$ cat src/rtl/m_ext_pkg.sv
// Shared RV32M execute-stage definitions: operand width, multiply/divide op
// selects and the iterative-unit state encoding.
package m_ext_pkg;

  parameter int XLEN_DEFAULT = 32;

  typedef enum logic [2:0] {
    MS_NONE   = 3'b000,
    MS_MUL    = 3'b001,
    MS_MULH   = 3'b010,
    MS_MULHSU = 3'b011,
    MS_MULHU  = 3'b100
  } mulsel_e;

  typedef enum logic [2:0] {
    DS_NONE = 3'b000,
    DS_DIV  = 3'b001,
    DS_DIVU = 3'b010,
    DS_REM  = 3'b011,
    DS_REMU = 3'b100
  } divsel_e;

  typedef enum logic [1:0] {
    IDLE  = 2'b00,
    BUSY  = 2'b01,
    DONE1 = 2'b10,
    DONE2 = 2'b11
  } state_e;

  function automatic logic mulsel_valid(input logic [2:0] sel);
    return (sel >= 3'b001) && (sel <= 3'b100);
  endfunction

endpackage

$ cat src/rtl/seq_multiplier_if.sv
// Operand/select/ready/result bundle shared by the iterative M-extension units.
interface seq_multiplier_if #(
  parameter int XLEN = 32
);
  logic [2:0]      mulsel;
  logic [XLEN-1:0] a;
  logic [XLEN-1:0] b;
  logic            ready;
  logic [XLEN-1:0] res;

  modport master (output mulsel, a, b, input ready, res);
  modport slave  (input mulsel, a, b, output ready, res);
endinterface

$ cat src/rtl/seq_multiplier.sv
// Iterative radix-2 shift-add multiplier for MUL/MULH/MULHSU/MULHU with a
// fixed XLEN-cycle iteration phase followed by a two-cycle ready pulse.
module seq_multiplier
  import m_ext_pkg::*;
#(
  parameter int XLEN = XLEN_DEFAULT
) (
  input logic             clk,
  input logic             rst,
  seq_multiplier_if.slave bus
);

  localparam int CW = $clog2(XLEN);

  state_e              state_q, state_d;
  logic [2*XLEN-1:0]   prod_q, prod_d;
  logic [XLEN-1:0]     ma_q, ma_d;
  logic [XLEN-1:0]     mb_q, mb_d;
  logic [CW-1:0]       cnt_q, cnt_d;
  logic                neg_q, neg_d;
  logic                hi_sel_q, hi_sel_d;
  logic                ready_q, ready_d;
  logic [XLEN-1:0]     res_q, res_d;

  mulsel_e             op;
  logic                op_valid;
  logic [XLEN:0]       sum;
  logic [2*XLEN-1:0]   prod_next;
  logic [2*XLEN-1:0]   prod_final;

  always_ff @(posedge clk or posedge rst) begin
    if (rst) begin
      state_q  <= IDLE;
      prod_q   <= '0;
      ma_q     <= '0;
      mb_q     <= '0;
      cnt_q    <= '0;
      neg_q    <= 1'b0;
      hi_sel_q <= 1'b0;
      ready_q  <= 1'b0;
      res_q    <= '0;
    end else begin
      state_q  <= state_d;
      prod_q   <= prod_d;
      ma_q     <= ma_d;
      mb_q     <= mb_d;
      cnt_q    <= cnt_d;
      neg_q    <= neg_d;
      hi_sel_q <= hi_sel_d;
      ready_q  <= ready_d;
      res_q    <= res_d;
    end
  end

  always_comb begin
    state_d  = state_q;
    prod_d   = prod_q;
    ma_d     = ma_q;
    mb_d     = mb_q;
    cnt_d    = cnt_q;
    neg_d    = neg_q;
    hi_sel_d = hi_sel_q;
    ready_d  = ready_q;
    res_d    = res_q;

    op       = mulsel_e'(bus.mulsel);
    op_valid = mulsel_valid(bus.mulsel);

    // Carry out of the upper-half add lands in the MSB after the shift.
    sum        = {1'b0, prod_q[2*XLEN-1:XLEN]} + {1'b0, (mb_q[0] ? ma_q : '0)};
    prod_next  = (2*XLEN)'({sum, prod_q[XLEN-1:0]} >> 1);
    prod_final = neg_q ? (~prod_next + 1'b1) : prod_next;

    case (state_q)
      IDLE: begin
        if (op_valid) begin
          state_d  = BUSY;
          ma_d     = ((op == MS_MULH || op == MS_MULHSU) && bus.a[XLEN-1])
                     ? (~bus.a + 1'b1) : bus.a;
          mb_d     = ((op == MS_MULH) && bus.b[XLEN-1]) ? (~bus.b + 1'b1) : bus.b;
          neg_d    = ((op == MS_MULH) && (bus.a[XLEN-1] ^ bus.b[XLEN-1])) ||
                     ((op == MS_MULHSU) && bus.a[XLEN-1]);
          hi_sel_d = (op != MS_MUL);
          prod_d   = '0;
          cnt_d    = CW'(XLEN - 1);
        end
      end
      BUSY: begin
        if (!op_valid) begin
          state_d = IDLE;
        end else begin
          prod_d = prod_next;
          mb_d   = mb_q >> 1;
          cnt_d  = cnt_q - 1'b1;
          if (cnt_q == '0) begin
            state_d = DONE1;
            res_d   = hi_sel_q ? prod_final[2*XLEN-1:XLEN] : prod_final[XLEN-1:0];
            ready_d = 1'b1;
          end
        end
      end
      DONE1: state_d = DONE2;
      DONE2: begin
        state_d = IDLE;
        ready_d = 1'b0;
      end
      default: state_d = IDLE;
    endcase
  end

  assign bus.ready = ready_q;
  assign bus.res   = res_q;

endmodule

$ cat src/flat_wrapper.sv
// flat-port wrapper written by rule: the top's interface ports become plain ports
module seq_multiplier_flat import m_ext_pkg::*;
#(
  parameter int XLEN = XLEN_DEFAULT
)
  (clk, rst, bus_mulsel, bus_a, bus_b, bus_ready, bus_res);
  seq_multiplier_if #(.XLEN(XLEN)) bus_i ();
  input logic clk;
  input logic rst;
  input wire logic [$bits(bus_i.mulsel)-1:0] bus_mulsel;
  input wire logic [$bits(bus_i.a)-1:0] bus_a;
  input wire logic [$bits(bus_i.b)-1:0] bus_b;
  output wire logic [$bits(bus_i.ready)-1:0] bus_ready;
  output wire logic [$bits(bus_i.res)-1:0] bus_res;
  assign bus_i.mulsel = bus_mulsel;
  assign bus_i.a = bus_a;
  assign bus_i.b = bus_b;
  assign bus_ready = bus_i.ready;
  assign bus_res = bus_i.res;
  seq_multiplier #(.XLEN(XLEN)) u_core (.clk(clk), .rst(rst), .bus(bus_i));
endmodule
$ cat config.mk
export PLATFORM = sky130hd
export DESIGN_NAME = seq_multiplier_flat
export DESIGN_NICKNAME = d
export VERILOG_FILES = /design/src/rtl/m_ext_pkg.sv /design/src/rtl/seq_multiplier_if.sv /design/src/rtl/seq_multiplier.sv /design/src/flat_wrapper.sv
export SDC_FILE = /design/constraint.sdc
export NUM_CORES = 1
export LEC_CHECK = 0
export CORE_MARGIN = 2
export CORE_UTILIZATION = 59
export CTS_CLUSTER_SIZE = 14
export DETAILED_ROUTE_END_ITERATION = 6
export PLACE_DENSITY = 0.87
export RECOVER_POWER = 25
export SETUP_SLACK_MARGIN = 0.4
export SLEW_MARGIN = 5
export SYNTH_ARGS = -nofsm -noshare
export SYNTH_HDL_FRONTEND = slang
export SYNTH_SLANG_ARGS = --single-unit
$ cat constraint.sdc
create_clock -name clk -period 6.6 [get_ports clk]
set_input_delay 0.66 -clock clk [delete_from_list [all_inputs] [get_ports clk]]
set_output_delay 0.66 -clock clk [all_outputs]
set_load 0.02 [all_outputs]
==> results.md <==
* Leakage at 5.71 nW
* GR Overflow Total at 0
* Final Routed Wirelength at 31400 um
* Violations in the final reports: max-capacitance violations, max-slew violations
* Hold Crit Endpoint: u_core.bus.res[12]$_DFFE_PP0P_
* Outcome: complete, but fails checks
* Area growth syn-to-layout at 14.2%
* Number of unique standard cell types used by synthesis at 68
* Hold WS at around 0.48 ns
* Antenna Nets Post-Route at 0
* Starting density of the core at ~60%
* Commonest non-fill, non-tap cell in the layout: sky130_fd_sc_hd__nand2_1
* Number of core rows at between 50 and 60
* Cell type with the largest total area after synthesis: sky130_fd_sc_hd__dfrtp_1
* Initial DRC Count at a little over 1000
* Most used cells in the layout excluding fill and tap cells: 193 x sky130_fd_sc_hd__nand2_1, 168 x sky130_fd_sc_hd__dfrtp_1, 152 x sky130_fd_sc_hd__o21ai_0, 131 x sky130_fd_sc_hd__a21oi_1, 111 x sky130_fd_sc_hd__nor2_1
* Post-Synthesis Mean Instance Area at 8.12 um^2
* Vertical extent of the die at about 140 um
* Horizontal die dimension at 145 um
* Post-synth EDFFs at 0
* Power per unit of standard cell area at 305 nW/um^2
* Peak VDD IR at 235 uV
* Detailed placement HPWL at approximately 23000 um
* Ys flop type: sky130_fd_sc_hd__dfrtp_1
* Post-layout utilization of the core at 68.6%
* Max-slew headroom at the worst pin at -171%
* First-pass GRT wire length at between 50000 and 60000 um
* Warnings from Yosys at 0
* Arrival @ worst endpoint at 5.51 ns
* Post-place setup slack at 1.62 ns
* Dominant cells by area after synthesis: sky130_fd_sc_hd__dfrtp_1 36%, sky130_fd_sc_hd__o21ai_0 6.5%, sky130_fd_sc_hd__nand2_1 6.2%
* Cell count of the worst reg-to-reg path at 13
* Post-detailed-route DRC marker count at 0
* Clock slew seen by the registers of the worst setup and hold paths at 0.07 ns
* Worst Tran Pin Value at 4.04 ns
* Minimum period implied by the final worst setup slack at 5.15 ns
* Max capacitance violation total at 1
* Hold wc startpoint: u_core.bus.res[12]$_DFFE_PP0P_
* Number of diodes at 0
* Final critical-path setup slack at 1.45 ns
* Clock tree root driver cell: sky130_fd_sc_hd__clkbuf_16
* Wire length per cell at 17.8 um
* Detailed Routing Iterations Pass 1 at 5
* Clock latency of the later-clocked register in the worst-skew pair at ~0.45 ns
* Kind of start point of the critical path: register
* Setup violations, final at 0
* Worst Path Class, Setup: register to register
* Fraction of synthesized cell area taken by the top area cell type at a little over a third
* Fmax at approximately 0.19 GHz
* Total negative slack at 0 ns
* Vias per std cell at 6.25
* Number of pins exceeding their max-slew limit in the final report at 93
* CTS Buf Count at 17
* Hold Crit Depth at 2
* Final period util at 78.0%
* DIE AREA at about 21000 um^2
* Tightest Hold Check Type: register to register
* Fraction of layout instances using a drive strength above 1 at 4.41%
* Cells after synthesis at 1441
* Vias in the first global route at 10088
* Gp weighted congestion at 0.992
* Standard cell core area at 19500 um^2
* Source of the worst register-to-register timing path: u_core.mb_q[0]$_DFFE_PP0P_
* Unrepaired setup endpoints after global routing: no
* Deepest clock path buffer count at 2
* CTS-repair resized insts at 0
* Post-CTS Setup Bufs at 0
* Final Skew at ~0.010 ns
* Element type at the critical path end: register
* Filler instances at around 1600
* Register bit total from synthesis at 169
* Reg2reg setup slack at 1.45 ns
* Total Power Consumption at 4.07 mW
* Sequential-to-total area share from yosys stat at a little over a third
* # H-tree levels at 4
* Final hold vios at 0
* Synthesized cell area at between 10000 and 15000 um^2
* Initial antenna violation count at 0
* CP Data Required Time at 6.96 ns
* Vias at 10992
* Total number of clock tree sinks at 169
* Maximum number of pins on one net before global-route repair at 93
* Proportion of synthesized flip-flops having asynchronous set or reset at 100%
* Total routing resource utilization after global routing at 30.7%
* Destination of the worst register-to-register timing path: u_core.bus.res[25]$_DFFE_PP0P_
* CTS tree: built
* Number of primary I/O pins at slightly above 100
* Port Buf Inserts at 101
* Synthesized Nets at between 1500 and 2000
* Hold_buf cts at 0
* Critical path peak fanout at 33
* # nets final at between 1500 and 2000
area by class of cell:
class	count	area (um^2)	area share, %
Timing Repair Buffer	111	1090	8.13
Sequential cell	169	4230	31.7
Clock buffer	18	439	3.29
Clock inverter	14	128	0.955
Tap cell	265	332	2.48
Multi-Input combinational cell	1159	7050	52.8
Inverter	24	91.3	0.684
metrics by stage:
step | area [um^2] | cells
6_report | 13400 | 1760
5_1_grt | 13400 | 1760
4_1_cts | 13400 | 1760
3_5_place_dp | 12800 | 1728
3_3_place_gp | 12800 | 1728
2_1_floorplan | 11700 | 1441
worst max path at each step:
stage	startpoint	endpoint	slack, ns	cells after the start
after CTS	u_core.mb_q[0]$_DFFE_PP0P_	u_core.bus.res[25]$_DFFE_PP0P_	1.55	13
after global routing	u_core.mb_q[0]$_DFFE_PP0P_	u_core.bus.res[25]$_DFFE_PP0P_	1.11	13
after detailed placement	u_core.mb_q[0]$_DFFE_PP0P_	u_core.bus.res[25]$_DFFE_PP0P_	1.62	13
after floorplan	rst	async pin	1.36	1
final	u_core.mb_q[0]$_DFFE_PP0P_	u_core.bus.res[25]$_DFFE_PP0P_	1.45	13
after global placement	u_core.mb_q[0]$_DFFE_PP0P_	u_core.bus.res[25]$_DFFE_PP0P_	1.74	13
registers in the layout, summed over array words and instances, names as in the netlist, 5 cells and up, named ones only:
register        flops
u_core.mb_q        32
u_core.ma_q        32
u_core.cnt_q        5
u_core.prod_q      63
u_core.bus.res     32
per-layer routing:
| layer | wire length (um) | part of all wire (%) | global-route usage, % | vias to the layer above |
|---|---|---|---|---|
| met2 | 14400 | 46 | 48.2 | 483 |
| met3 | 2340 | 7.5 | 5.59 | 80 |
| li1 | - | - | - | 5259 |
| met1 | 13600 | 43 | 42.2 | 5170 |
| met5 | 0 | 0 | 0 | - |
| met4 | 976 | 3.1 | 12.5 | 0 |
synth_stat cells, drive strengths merged (6+ instances only):
library cell and count:
nor4 16, or4 17, ha 37, nand2 193
o22ai 8, o21a 6, and2 45, nand2b 11
nor2 114, xor2 61, nand4 12, and3 13
mux2i 11, or3 22, o31ai 30, xnor2 70
o21ai 155, o41ai 17, a31oi 7, nand3 53
a211oi 7, a22o 19, inv 24, a21o 12
a21oi 131, nor3 26, dfrtp 169, o21bai 6
o211ai 11, clkbuf 76, buf 13
power breakdown:
part	leakage, nW	switching (mW)	internal, mW
clock	0.277	0.470	0.507
sequential	2.18	0.153	1.21
combinational	3.26	1.10	0.634
logic make-up (layout without fill, tap and decap cells):
kind of cell               Yosys count  after routing  share of synthesized area (%)
AOI/OAI and AO/OA                  439            439                           22.8
buffers and inverters              113            167                           3.73
DFF                                169            169                           36.2
adders and majority gates           38             38                           4.13
and+or+nand+nor                    537            537                           22.0
xor gates and xnor gates           131            131                           9.81
muxes                               14             14                           1.33
worst max-delay path, stage by stage (launching register included):
cell	delay, ns
sky130_fd_sc_hd__dfrtp_1	0.64
sky130_fd_sc_hd__and2_1	0.27
sky130_fd_sc_hd__ha_1	0.20
sky130_fd_sc_hd__fa_1	0.41
sky130_fd_sc_hd__a21o_1	0.22
sky130_fd_sc_hd__a221oi_1	0.43
sky130_fd_sc_hd__a211oi_1	0.13
sky130_fd_sc_hd__o31ai_1	0.52
sky130_fd_sc_hd__o2111ai_1	0.31
sky130_fd_sc_hd__or3_1	0.46
sky130_fd_sc_hd__or4_1	0.67
sky130_fd_sc_hd__nor3_1	0.24
sky130_fd_sc_hd__mux2_2	0.35
sky130_fd_sc_hd__o21ai_0	0.18
Power figures use the tool's default switching activity.
